==> src/rtl/writeback_stage.sv <==
// RV32I writeback stage: MEM/WB register, load align/extend with a stall-safe
// copy of the BRAM word, x0 write suppression, forwarding and retire counter.
module writeback_stage #(
  parameter int XLEN  = 32,
  parameter int CNT_W = 64
) (
  input  logic             clk,
  input  logic             rst,
  input  logic             stall,
  input  logic             flush,
  input  logic             m_valid,
  input  logic             m_reg_write,
  input  logic [4:0]       m_rd,
  input  logic [1:0]       m_wb_sel,
  input  logic [2:0]       m_funct3,
  input  logic [XLEN-1:0]  m_alu_result,
  input  logic [XLEN-1:0]  m_pc_plus4,
  input  logic [XLEN-1:0]  m_imm,
  input  logic [XLEN-1:0]  mem_rdata,
  output logic             rf_we,
  output logic [4:0]       rf_wa,
  output logic [XLEN-1:0]  rf_wd,
  output logic             fwd_valid,
  output logic [4:0]       fwd_rd,
  output logic [XLEN-1:0]  fwd_data,
  output logic [CNT_W-1:0] instret
);

  logic             wb_valid;
  logic             wb_reg_write;
  logic [4:0]       wb_rd;
  logic [1:0]       wb_wb_sel;
  logic [2:0]       wb_funct3;
  logic [1:0]       wb_addr_lo;
  logic [XLEN-1:0]  wb_alu;
  logic [XLEN-1:0]  wb_pc4;
  logic [XLEN-1:0]  wb_imm;
  logic [XLEN-1:0]  ld_hold;
  logic             ld_captured;
  logic [CNT_W-1:0] instret_q;

  logic [XLEN-1:0]  ld_word;
  logic [7:0]       ld_byte;
  logic [15:0]      ld_half;
  logic [XLEN-1:0]  ld_result;
  logic [XLEN-1:0]  result;
  logic             writes_rd;

  always_ff @(posedge clk) begin
    if (rst) begin
      wb_valid     <= 1'b0;
      wb_reg_write <= 1'b0;
      wb_rd        <= '0;
      wb_wb_sel    <= '0;
      wb_funct3    <= '0;
      wb_addr_lo   <= '0;
      wb_alu       <= '0;
      wb_pc4       <= '0;
      wb_imm       <= '0;
      ld_hold      <= '0;
      ld_captured  <= 1'b0;
      instret_q    <= '0;
    end else if (!stall) begin
      if (wb_valid) instret_q <= instret_q + CNT_W'(1);
      wb_valid     <= m_valid & ~flush;
      wb_reg_write <= m_reg_write;
      wb_rd        <= m_rd;
      wb_wb_sel    <= m_wb_sel;
      wb_funct3    <= m_funct3;
      wb_addr_lo   <= m_alu_result[1:0];
      wb_alu       <= m_alu_result;
      wb_pc4       <= m_pc_plus4;
      wb_imm       <= m_imm;
      ld_captured  <= 1'b0;
    end else if (wb_valid && !ld_captured) begin
      // BRAM output is only valid in the first WB cycle; keep it for long stalls
      ld_hold     <= mem_rdata;
      ld_captured <= 1'b1;
    end
  end

  always_comb begin
    ld_word = ld_captured ? ld_hold : mem_rdata;
    case (wb_addr_lo)
      2'd0:    ld_byte = ld_word[7:0];
      2'd1:    ld_byte = ld_word[15:8];
      2'd2:    ld_byte = ld_word[23:16];
      default: ld_byte = ld_word[31:24];
    endcase
    ld_half = wb_addr_lo[1] ? ld_word[31:16] : ld_word[15:0];
    case (wb_funct3)
      3'b000:  ld_result = {{(XLEN-8){ld_byte[7]}}, ld_byte};
      3'b100:  ld_result = {{(XLEN-8){1'b0}}, ld_byte};
      3'b001:  ld_result = {{(XLEN-16){ld_half[15]}}, ld_half};
      3'b101:  ld_result = {{(XLEN-16){1'b0}}, ld_half};
      3'b010:  ld_result = ld_word;
      default: ld_result = '0;
    endcase
  end

  always_comb begin
    case (wb_wb_sel)
      2'b00:   result = wb_alu;
      2'b01:   result = ld_result;
      2'b10:   result = wb_pc4;
      default: result = wb_imm;
    endcase
  end

  assign writes_rd = wb_valid & wb_reg_write & (wb_rd != 5'd0);

  assign rf_we     = writes_rd & ~stall;
  assign rf_wa     = wb_rd;
  assign rf_wd     = result;
  assign fwd_valid = writes_rd;
  assign fwd_rd    = wb_rd;
  assign fwd_data  = result;
  assign instret   = instret_q;

endmodule

==> config.mk <==
export PLATFORM = sky130hd
export DESIGN_NAME = writeback_stage
export DESIGN_NICKNAME = d
export VERILOG_FILES = /design/src/rtl/writeback_stage.sv
export SDC_FILE = /design/constraint.sdc
export NUM_CORES = 1
export LEC_CHECK = 0
export ABC_CLOCK_PERIOD_IN_PS = 4000
export BUFFER_PORTS_ARGS = -buffer_cell sky130_fd_sc_hd__buf_4
export CORE_ASPECT_RATIO = 2
export CORE_MARGIN = 2
export CORE_UTILIZATION = 57
export CTS_CLUSTER_DIAMETER = 120
export DETAILED_ROUTE_END_ITERATION = 10
export PLACE_DENSITY_LB_ADDON = 0.1
export SLEW_MARGIN = 30
export SYNTH_ARGS = -nofsm -noshare
export SYNTH_HDL_FRONTEND = slang
export SYNTH_SLANG_ARGS = --single-unit
==> constraint.sdc <==
create_clock -name clk -period 4 [get_ports clk]
set_input_delay 0.2 -clock clk [delete_from_list [all_inputs] [get_ports clk]]
set_output_delay 0.2 -clock clk [all_outputs]
set_load 0.02 [all_outputs]
==> impl_table.tex, run 1 <==
\begin{tabular}{lr}
\hline
Metric & Value \\
\hline
\multicolumn{2}{l}{\textbf{Run status}} \\
\quad Outcome & complete, no violations \\
\multicolumn{2}{l}{\textbf{Worst setup path}} \\
\quad Destination of the worst register-to-register timing path & instret[59] \\
\quad Critical Path AT & between 3 and 4 ns \\
\quad Slack of the worst reg-to-reg path & 1.06 ns \\
\quad Kind of critical path & register to output pin \\
\quad Count of cells along the worst register-to-register path & 5 \\
\quad Peak fanout along the critical path & 14 \\
\quad Critical Path RT & between 3 and 4 ns \\
\quad Critical Path Sink Type & output pin \\
\quad Origin of the critical flop-to-flop path & wb\_valid \\
\quad Startpoint of the most critical setup path & wb\_alu[1] \\
\quad Critical Path Source Type & register \\
\multicolumn{2}{l}{\textbf{Worst hold path}} \\
\quad End of the worst hold path & wb\_pc4[4] \\
\quad Launch point of the worst hold path & m\_pc\_plus4[4] \\
\quad HP Class & input port to register \\
\quad Worst Hold Depth & 3 \\
\multicolumn{2}{l}{\textbf{Global routing}} \\
\quad Initial antenna violation count & 2 \\
\quad First-pass GRT wire length & 51000 microns \\
\quad Pin count of the biggest net entering global routing & 130 \\
\quad Overflow after GRT & 0 \\
\quad Total Routing Usage GR & 0.332 \\
\quad Via count of the first global-routing pass & slightly below 10000 \\
\multicolumn{2}{l}{\textbf{Routing}} \\
\quad Vias after detailed routing & between 10000 and 15000 \\
\quad Remaining number of nets flagged by the antenna check after routing & 0 \\
\quad Sum of met2 wire segment lengths after detailed routing & 16900 microns \\
\quad Wire per inst & 19.8 microns \\
\quad Wire length on met3 & around 2700 microns \\
\quad Iter 0 DRT Violations & 672 \\
\quad Routed wire length & $\sim$34000 microns \\
\quad Number of remaining DRC errors & 0 \\
\quad Highest metal layer with signal wires & met4 \\
\quad Length of routed wiring on met1 & 12400 microns \\
\quad Vias per Instance & $\sim$5.9 \\
\quad Detailed-routing iteration count for the pre-antenna-repair pass & 5 \\
\multicolumn{2}{l}{\textbf{Floorplanning}} \\
\quad Initial standard-cell utilization of the core & 0.577 \\
\quad Area inside the core boundary & 17600 sq um \\
\quad Number of top-level pins & about 280 \\
\quad Core Rows & 69 \\
\quad Die Ht & approximately 190 microns \\
\quad Horizontal die dimension & 98.4 microns \\
\quad Die footprint & roughly 19000 sq um \\
\multicolumn{2}{l}{\textbf{Yosys}} \\
\quad Share of synthesized area occupied by flip-flops and latches & 0.404 \\
\quad Post-Synthesis Net Count & roughly 1300 \\
\quad Cell area after technology mapping & between 10000 and 15000 sq um \\
\quad Count leader, synth & dfxtp\_1 \\
\quad Cell type with the largest total area after synthesis & dfxtp\_1 \\
\quad Async SR Flop Fraction & 0 \\
\quad Largest cells by area after synthesis & dfxtp\_1 (40\%), mux2i\_1 (16\%), nor2\_1 (6.2\%) \\
\quad Main flop type after synthesis & dfxtp\_1 \\
\quad Register bit total from synthesis & around 200 \\
\quad Mean post-synth cell area & 9.00 sq um \\
\quad Share of the synthesized area in the top cell type & 0.404 \\
\quad Post-synth EDFFs & 0 \\
\quad Count of cell types in the netlist & 50 \\
\quad Top post-synthesis cells by count & dfxtp\_1 (205), nor2\_1 (168), mux2i\_1 (158) \\
\quad Synth Warn \# & 0 \\
\quad Number of cells produced by synthesis & about 1100 \\
\multicolumn{2}{l}{\textbf{STA}} \\
\quad Worst hold margin & around 0.0028 ns \\
\quad Max-slew violations & 0 \\
\quad Slew at the pin with the worst max-slew slack & 0.886 ns \\
\quad Worst slew margin & 0.408 \\
\quad Setup-violating endpoint count in the final report & 0 \\
\quad Hold Fails Final Rpt & 0 \\
\quad Worst clock skew & between 0.02 and 0.025 ns \\
\quad Post-route minimum period & 3.59 ns \\
\quad Max Clk Rate & 278 MHz \\
\quad Total negative slack for setup checks & 0 ns \\
\quad RSZ-0062 raised after global routing & no \\
\quad Share of the clock period used by the worst path after layout & 0.899 \\
\multicolumn{2}{l}{\textbf{Pwr}} \\
\quad Part of the total power dissipated in combinational logic & 0.193 \\
\quad Cell Pwr Density & approximately 360 nW/um\^{}2 \\
\quad Net switching power of the design & around 1.4 mW \\
\quad Relative contribution of the clock network to total power & 0.376 \\
\quad Internal cell power & $\sim$3.7 mW \\
\quad Post-route total power & around 5 mW \\
\quad Sequential power share & 0.432 \\
\quad Switching part of the total & 0.269 \\
\quad Worst IR Drop VDD & around 0.00039 V \\
\quad LEAKAGE & 5.97 nW \\
\multicolumn{2}{l}{\textbf{Finish}} \\
\quad Final-stage net count & between 1500 and 2000 \\
\quad Layout overhead on the synthesized area & 38.9\% \\
\quad Fill cell total of the finished layout & $\sim$1100 \\
\quad Post-Layout Cell Count & 1695 \\
\quad Design Area, Final & between 10000 and 15000 sq um \\
\quad Share of layout cells above drive strength 1 & 0.254 \\
\multicolumn{2}{l}{\textbf{Place}} \\
\quad \# placed instances & 1522 \\
\quad Gp weighted congestion & 0.877 \\
\quad Placed Instance Area & approximately 12000 sq um \\
\quad Count of input and output buffers & 283 \\
\quad Detailed Place HPWL & 21200 microns \\
\multicolumn{2}{l}{\textbf{CTS}} \\
\quad Cts bufs inserted & 19 \\
\quad Clock-pin transition on the worst setup and hold timing paths & 0.07 ns \\
\quad Clock latency on the worst-skew pair & 0.50 ns \\
\quad Maximum buffer depth of the clock tree & 3 \\
\quad Cell at the root of the clock tree & clkbuf\_16 \\
\quad H-tree depth & 1 \\
\quad Sink count of the clock tree & 205 \\
\quad TritonCTS clock tree & built \\
\quad Post-CTS sizing & 0 \\
\multicolumn{2}{l}{\textbf{Flow run}} \\
\quad \# Max-Cap Violations & 0 \\
\hline
\end{tabular}
[cell type report]
cell class,count,area (sq um),share of cell area
clock inverter,7,85.1,0.00603
multi-input combinational,801,5440,0.385
antenna,2,5.00,0.000355
tap,213,267,0.0189
sequential,205,4110,0.291
clock buffer,26,552,0.0391
inverter,9,33.8,0.00239
timing repair buffer,432,3630,0.257
[worst max path at each step]
stage / to / slack, ns / cells past startpoint
final: fwd_data[21] / 0.41 / 7
after global routing: fwd_data[21] / 0.27 / 7
after CTS: fwd_data[20] / 0.31 / 6
after detailed placement: fwd_data[21] / 0.85 / 6
after global placement: fwd_data[20] / 0.97 / 6
after floorplan: rf_wd[27] / 1.49 / 8
[cell families after synthesis]
logic type / Yosys count / share of synthesized area
AND/OR/NAND/NOR: 388 / 0.181
flip-flops: 205 / 0.404
AO/OA/AOI/OAI: 194 / 0.126
multiplexers: 187 / 0.199
buffers and inverters: 124 / 0.0618
XOR/XNOR: 31 / 0.0267
adder cells (fa/ha/maj): 1 / 0.00123
[critical path, cell delays in order, from the launching register on]
cell      delay [ns]
dfxtp_1         0.77
mux2i_1         0.20
mux4_2          0.55
o41ai_4         0.47
buf_6           0.22
o21bai_1        0.09
a22oi_1         0.37
buf_4           0.23
[state kept, by name (all words and copies together) (netlist names)]
| name | count |
|---|---|
| wb_reg_write | 1 |
| ld_captured | 1 |
| wb_wb_sel | 2 |
| wb_pc4 | 32 |
| wb_imm | 32 |
| wb_funct3 | 3 |
| instret | 64 |
| wb_valid | 1 |
| fwd_rd | 5 |
| ld_hold | 32 |
| wb_alu | 31 |
| wb_addr_lo | 1 |
[metrics by stage]
step / utilization / setup WS (ns)
after floorplan: - / 1.49
after global placement: 0.685 / 0.967
after detailed placement: 0.685 / 0.853
after CTS: 0.799 / 0.312
after global routing: 0.802 / 0.272
final: 0.802 / 0.406
[metal layers]
| layer | global-route usage | up-vias |
|---|---|---|
| met4 | 0.142 | 0 |
| met1 | 0.402 | 4748 |
| li1 | - | 4670 |
| met2 | 0.581 | 548 |
| met3 | 0.0511 | 106 |
| met5 | 0 | - |
[layout by cell type, fill, tap and decap left out, types with 6 or more instances in the layout]
cell type	n
inv_1	8
or4_1	9
nor3b_1	6
buf_4	290
xnor2_1	8
mux2_2	20
mux2i_1	158
a221oi_1	9
o21bai_1	7
o21ai_0	38
or3_1	22
xor2_1	23
nand2_1	93
nor2_1	168
a221oi_2	9
a21oi_1	83
nand3_1	25
o311a_1	8
dfxtp_1	202
nand4_1	20
o221ai_1	7
and3_1	11
o31ai_1	9
clkbuf_16	19
a22oi_1	18
dlygate4sd3_1	136
[power by group through the flow]
stage / Combinational, mW / Clock [mW] / Sequential (mW)
final: 0.967 / 1.88 / 2.17
after global routing: 1.02 / 1.98 / 2.17
after CTS: 0.931 / 1.90 / 2.16
after detailed placement: 0.818 / 0 / 2.21
after global placement: 0.810 / 0 / 2.20
after floorplan: 0.535 / 0 / 2.19
[what timing repair did]
item | 4_1_cts | 5_1_grt
hold endpoints to repair | 136 | 0
hold buffers | 136 | 0
setup buffers | 0 | 0
Note: power is estimated with default switching activity, not from simulation.
==> inputs of run 2 (changes only) <==
--- a/config.mk
+++ b/config.mk
@@ -8,7 +8,7 @@
 export ABC_CLOCK_PERIOD_IN_PS = 4000
 export BUFFER_PORTS_ARGS = -buffer_cell sky130_fd_sc_hd__buf_4
 export CORE_ASPECT_RATIO = 2
-export CORE_MARGIN = 2
+export CORE_MARGIN = 8
 export CORE_UTILIZATION = 57
 export CTS_CLUSTER_DIAMETER = 120
 export DETAILED_ROUTE_END_ITERATION = 10
==> impl_table.tex, run 2 (synthesis results as in run 1) <==
\begin{tabular}{lr}
\hline
Metric & Value \\
\hline
\multicolumn{2}{l}{\textbf{Floorplanning}} \\
\quad Die Ht & 205 microns (+6.2\%) \\
\quad Horizontal die dimension & 110 microns (+12\%) \\
\quad Area inside the core boundary & 17600 sq um (unchanged) \\
\quad Core Rows & 69 (unchanged) \\
\quad Die footprint & 22600 sq um (+19\%) \\
\quad Number of top-level pins & 284 (unchanged) \\
\quad Initial standard-cell utilization of the core & 0.577 (unchanged) \\
\multicolumn{2}{l}{\textbf{Global routing}} \\
\quad Overflow after GRT & 0 (unchanged) \\
\quad Initial antenna violation count & 3 (+1) \\
\quad First-pass GRT wire length & 54300 microns (+6.5\%) \\
\quad Via count of the first global-routing pass & 10100 (+5.3\%) \\
\quad Total Routing Usage GR & 0.291 (-0.0405) \\
\quad Pin count of the biggest net entering global routing & 132 (+1.5\%) \\
\multicolumn{2}{l}{\textbf{Routing}} \\
\quad Vias after detailed routing & 10100 (-0.22\%) \\
\quad Remaining number of nets flagged by the antenna check after routing & 0 (unchanged) \\
\quad Wire per inst & 20.7 microns (+4.5\%) \\
\quad Number of remaining DRC errors & 0 (unchanged) \\
\quad Routed wire length & 35100 microns (+4.7\%) \\
\quad Detailed-routing iteration count for the pre-antenna-repair pass & 5 (unchanged) \\
\quad Iter 0 DRT Violations & 634 (-5.7\%) \\
\quad Vias per Instance & 5.92 (-0.39\%) \\
\multicolumn{2}{l}{\textbf{CTS}} \\
\quad Post-CTS sizing & 0 (unchanged) \\
\quad Count of hold buffers inserted by post-cts repair & 139 (+2.2\%) \\
\quad Cts bufs inserted & 19 (unchanged) \\
\quad Sink count of the clock tree & 205 (unchanged) \\
\quad Maximum buffer depth of the clock tree & 3 (unchanged) \\
\quad H-tree depth & 1 (unchanged) \\
\quad Cell at the root of the clock tree & clkbuf\_16 \\
\quad Clock-pin transition on the worst setup and hold timing paths & 0.07 ns (about the same) \\
\quad Number of setup buffers added after CTS & 0 (unchanged) \\
\quad Clock latency on the worst-skew pair & 0.49 ns (about the same) \\
\quad TritonCTS clock tree & built \\
\multicolumn{2}{l}{\textbf{STA}} \\
\quad Worst slew margin & 0.355 (-0.0522) \\
\quad Max-slew violations & 0 (unchanged) \\
\quad Worst hold margin & 0.0754 ns (+0.0726 ns) \\
\quad Hold Fails Final Rpt & 0 (unchanged) \\
\quad Share of the clock period used by the worst path after layout & 0.870 (-0.0290) \\
\quad Worst clock skew & 0.00691 ns (-0.0134 ns) \\
\quad Post-route minimum period & 3.48 ns (-0.116 ns) \\
\quad Max Clk Rate & 287 MHz (+3.3\%) \\
\quad Setup-violating endpoint count in the final report & 0 (unchanged) \\
\quad RSZ-0062 raised after global routing & no \\
\quad Slew at the pin with the worst max-slew slack & 0.967 ns (+0.0809 ns) \\
\quad Total negative slack for setup checks & 0 ns (unchanged) \\
\multicolumn{2}{l}{\textbf{Finish}} \\
\quad Layout overhead on the synthesized area & 38.3\% \\
\quad Area of the multi-input gates & 5430 sq um (about the same) \\
\quad Share of layout cells above drive strength 1 & 0.250 (-0.00372) \\
\quad Largest register FFs & 64 (unchanged) \\
\quad Utilization after layout & 0.798 (-0.00348) \\
\quad Most common cell after layout, fill and taps aside & buf\_4 \\
\quad Total area of sequential cells & 4110 sq um (unchanged) \\
\quad Leading cell types in the layout, fill and taps excluded & buf\_4 (293), dfxtp\_1 (202), nor2\_1 (168), mux2i\_1 (158), dlygate4sd3\_1 (139) \\
\quad Fill cell total of the finished layout & 1128 (unchanged) \\
\quad Final-stage net count & 1616 (+0.19\%) \\
\multicolumn{2}{l}{\textbf{Place}} \\
\quad Detailed Place HPWL & 22700 microns (+7.1\%) \\
\quad Count of input and output buffers & 283 (unchanged) \\
\quad Gp weighted congestion & 0.912 (+3.9\%) \\
\multicolumn{2}{l}{\textbf{Pwr}} \\
\quad Cell Pwr Density & 347 nW/um\^{}2 (-2.5\%) \\
\quad Post-route total power & 4.87 mW (-2.9\%) \\
\quad LEAKAGE & 5.93 nW (-0.63\%) \\
\quad Worst IR Drop VDD & 0.000382 V (-2.9\%) \\
\multicolumn{2}{l}{\textbf{Worst setup path}} \\
\quad Top delay family on crit path & simple AND/OR/NAND/NOR gates \\
\quad Kind of critical path & register to output pin \\
\quad Critical Path Sink Type & output pin \\
\quad Critical Path AT & 3.28 ns (-0.11 ns) \\
\quad Critical Path RT & 3.80 ns (about the same) \\
\quad Peak fanout along the critical path & 17 (+3) \\
\quad Critical path's slowest cell & nor2\_1 \\
\quad Worst path cell trace & clkinv\_1 -> nor2\_1 -> nand2\_1 -> buf\_4 -> o21bai\_1 -> a22oi\_1 -> buf\_4 \\
\quad Crit-path most repeated cell & buf\_4 \\
\quad Critical Path Source Type & register \\
\quad Critical path buffer and inverter count & 3 (+1) \\
\quad Delay of the slowest critical-path stage & 0.53 ns (-0.24 ns) \\
\multicolumn{2}{l}{\textbf{Flow run}} \\
\quad \# Max-Cap Violations & 0 (unchanged) \\
\multicolumn{2}{l}{\textbf{Run status}} \\
\quad Outcome & complete, no violations \\
\multicolumn{2}{l}{\textbf{Worst hold path}} \\
\quad HP Class & input port to register \\
\hline
\end{tabular}
[run 2: changes by cell type in the layout (fill, tap and decap cells not counted), sizes merged]
cell and change:
clkinv -4, diode +1, clkbuf +4, inv +1, bufinv -2, dlygate4sd3 +3
[run 2: final cells by class]
type                    count  area share
clock inverters             2    0.000979
clock buffers              30      0.0403
multi-input cells         801       0.387
diodes                      3    0.000534
inverters                   9     0.00240
flip-flops and latches    205       0.292
well taps                 213      0.0190
repair buffers            435       0.258
[run 2: final timing paths]
check	cells after the start	startpoint	slack, ns	endpoint
min reg2reg	2	ld_hold[4]	0.45	ld_hold[4]
max reg2reg	5	instret[4]	1.09	instret[59]
max	7	wb_wb_sel[0]	0.52	fwd_data[18]
min	4	flush	0.08	wb_valid
[run 2: worst register-to-register path: stages, from the launching register on]
cell,delay (ns)
dfxtp_1,0.41
nand4_1,0.30
nor4_1,0.48
nand4_1,0.74
or4_1,0.75
a21oi_1,0.15
[run 2: metal layers]
metal	wire, microns	track usage	up-vias	share of wire
met5	0	0	-	0
met4	1980	0.160	0	0.056
met3	2770	0.0627	112	0.079
met2	17200	0.502	533	0.49
met1	13200	0.328	4738	0.38
li1	-	-	4667	-
[run 2: report_power, final]
part	switching [mW]	leakage [nW]	internal [mW]
sequential	0.0515	1.67	2.11
combinational	0.512	3.97	0.461
clock	0.765	0.286	0.971
[run 2: metrics by stage]
step                worst slack (ns)  instances  area (sq um)
floorplan                       1.49       1130         10200
global placement                1.22       1524         12100
detailed placement              1.07       1524         12100
CTS                            0.523       1695         14000
global route                   0.305       1698         14100
finish                         0.522       1698         14100
==> inputs of run 3 (changes only) <==
--- a/config.mk
+++ b/config.mk
@@ -12,6 +12,7 @@
 export CORE_UTILIZATION = 57
 export CTS_CLUSTER_DIAMETER = 120
 export DETAILED_ROUTE_END_ITERATION = 10
+export MAX_ROUTING_LAYER = met4
 export PLACE_DENSITY_LB_ADDON = 0.1
 export SLEW_MARGIN = 30
 export SYNTH_ARGS = -nofsm -noshare
==> impl_table.tex, run 3 (synthesis results as in run 1) <==
\begin{tabular}{lr}
\hline
Metric & Value \\
\hline
\multicolumn{2}{l}{\textbf{Place}} \\
\quad Setup WS pre-CTS & 1.07 ns (unchanged) \\
\quad Detailed Place HPWL & 22700 microns (unchanged) \\
\quad Placed Instance Area & 12100 sq um (unchanged) \\
\quad Count of input and output buffers & 283 (unchanged) \\
\quad Gp weighted congestion & 0.928 (+1.7\%) \\
\quad \# placed instances & 1524 (unchanged) \\
\multicolumn{2}{l}{\textbf{Worst hold path}} \\
\quad HP Class & input port to register \\
\quad Launch point of the worst hold path & flush \\
\multicolumn{2}{l}{\textbf{CTS}} \\
\quad H-tree depth & 1 (unchanged) \\
\quad Cell at the root of the clock tree & clkbuf\_16 \\
\quad TritonCTS clock tree & built \\
\quad Cts bufs inserted & 19 (unchanged) \\
\quad Clock latency on the worst-skew pair & 0.49 ns (about the same) \\
\quad Clock-pin transition on the worst setup and hold timing paths & 0.07 ns (about the same) \\
\quad Maximum buffer depth of the clock tree & 3 (unchanged) \\
\quad Sink count of the clock tree & 205 (unchanged) \\
\multicolumn{2}{l}{\textbf{STA}} \\
\quad Worst clock skew & 0.00726 ns (+0.000346 ns) \\
\quad Worst slew margin & 0.347 (-0.00873) \\
\quad Post-route minimum period & 3.52 ns (+0.0419 ns) \\
\quad RSZ-0062 raised after global routing & no \\
\quad Max Clk Rate & 284 MHz (-1.2\%) \\
\quad Slew at the pin with the worst max-slew slack & 0.980 ns (+0.0131 ns) \\
\quad Max-slew violations & 0 (unchanged) \\
\quad Share of the clock period used by the worst path after layout & 0.880 (+0.0105) \\
\quad Worst hold margin & 0.0732 ns (-0.00221 ns) \\
\quad Setup-violating endpoint count in the final report & 0 (unchanged) \\
\quad Final worst-path setup slack & 0.480 ns (-0.0419 ns) \\
\quad Total negative slack for setup checks & 0 ns (unchanged) \\
\quad Hold Fails Final Rpt & 0 (unchanged) \\
\multicolumn{2}{l}{\textbf{Floorplanning}} \\
\quad Area inside the core boundary & 17600 sq um (unchanged) \\
\quad Horizontal die dimension & 110 microns (unchanged) \\
\quad Die Ht & 205 microns (unchanged) \\
\quad Initial standard-cell utilization of the core & 0.577 (unchanged) \\
\quad Number of top-level pins & 284 (unchanged) \\
\quad Die footprint & 22600 sq um (unchanged) \\
\quad Core Rows & 69 (unchanged) \\
\multicolumn{2}{l}{\textbf{Finish}} \\
\quad Most common cell after layout, fill and taps aside & buf\_4 \\
\quad Largest register FFs & 64 (unchanged) \\
\quad Leading cell types in the layout, fill and taps excluded & buf\_4 (293), dfxtp\_1 (202), nor2\_1 (168), mux2i\_1 (158), dlygate4sd3\_1 (139) \\
\quad Share of layout cells above drive strength 1 & 0.250 (unchanged) \\
\quad Final-stage net count & 1616 (unchanged) \\
\quad Layout overhead on the synthesized area & 38.3\% (unchanged) \\
\quad Utilization after layout & 0.798 (unchanged) \\
\quad Design Area, Final & 14100 sq um (unchanged) \\
\quad Post-Layout Cell Count & 1698 (unchanged) \\
\multicolumn{2}{l}{\textbf{Worst setup path}} \\
\quad Kind of critical path & register to output pin \\
\quad Critical Path RT & 3.80 ns (about the same) \\
\quad Critical Path Sink Type & output pin \\
\quad Peak fanout along the critical path & 17 (unchanged) \\
\quad Critical Path Source Type & register \\
\quad Origin of the critical flop-to-flop path & instret[8] \\
\quad Startpoint of the most critical setup path & wb\_wb\_sel[0] \\
\quad Critical Path AT & 3.32 ns (+0.04 ns) \\
\multicolumn{2}{l}{\textbf{Routing}} \\
\quad Number of remaining DRC errors & 0 (unchanged) \\
\quad Routed wire length & 35100 microns (unchanged) \\
\quad Iter 0 DRT Violations & 713 (+12\%) \\
\quad Detailed-routing iteration count for the pre-antenna-repair pass & 7 (+2) \\
\quad Vias after detailed routing & 10000 (-0.34\%) \\
\quad Remaining number of nets flagged by the antenna check after routing & 0 (unchanged) \\
\quad Vias per Instance & 5.90 (-0.34\%) \\
\quad Wire per inst & 20.7 microns (unchanged) \\
\multicolumn{2}{l}{\textbf{Global routing}} \\
\quad Initial antenna violation count & 3 (unchanged) \\
\quad Total Routing Usage GR & 0.300 (+0.00827) \\
\quad Via count of the first global-routing pass & 10200 (+0.069\%) \\
\quad Pin count of the biggest net entering global routing & 132 (unchanged) \\
\quad First-pass GRT wire length & 54200 microns (-0.20\%) \\
\quad Overflow after GRT & 0 (unchanged) \\
\multicolumn{2}{l}{\textbf{Flow run}} \\
\quad \# Max-Cap Violations & 0 (unchanged) \\
\multicolumn{2}{l}{\textbf{Run status}} \\
\quad Outcome & complete, no violations \\
\multicolumn{2}{l}{\textbf{Pwr}} \\
\quad Cell Pwr Density & 347 nW/um\^{}2 (about the same) \\
\quad Post-route total power & 4.88 mW (about the same) \\
\quad Worst IR Drop VDD & 0.000386 V (+0.96\%) \\
\quad LEAKAGE & 5.93 nW (unchanged) \\
\hline
\end{tabular}
[run 3: final cells by class]
class / count / area (sq um)
Multi-Input combinational cell: 801 / 5430
Timing Repair Buffer: 435 / 3620
Clock buffer: 30 / 567
Tap cell: 213 / 267
Antenna cell: 3 / 7.51
Inverter: 9 / 33.8
Sequential cell: 205 / 4110
Fill cell: 1128 / 3560
Clock inverter: 2 / 13.8
[run 3: critical path, stage by stage, from the launching register on]
cell	delay, ns
dfxtp_2	0.33
clkinv_1	0.41
nor2_1	0.53
nand2_1	0.47
buf_4	0.35
o21bai_1	0.17
a22oi_1	0.33
buf_4	0.22
[run 3: power breakdown]
group	total (mW)	internal (mW)	leakage, nW	switching [mW]
Clock	1.74	0.972	0.286	0.769
Sequential	2.16	2.11	1.67	0.0517
Combinational	0.972	0.460	3.97	0.512
Total	4.88	3.54	5.93	1.33
[run 3: layer usage]
metal | GRT usage | share of wire | up-vias
met5 | - | 0 | -
met4 | 0.159 | 0.051 | 0
met3 | 0.0498 | 0.068 | 102
met2 | 0.501 | 0.50 | 520
met1 | 0.336 | 0.39 | 4737
li1 | - | - | 4657
[run 3: worst paths after layout]
kind / cells after the start / to / slack, ns
worst min register to register: 2 / ld_hold[16] / 0.45
worst max-delay path: 7 / fwd_data[18] / 0.48
worst max register to register: 5 / instret[59] / 1.07
worst min-delay path: 4 / wb_valid / 0.07
[run 3: repair_timing]
item,CTS,global route
endpoints found under the setup margin,0,0
endpoints found under the hold margin,139,0
resized for setup,0,0
setup buffers,0,0
hold buffers,139,0
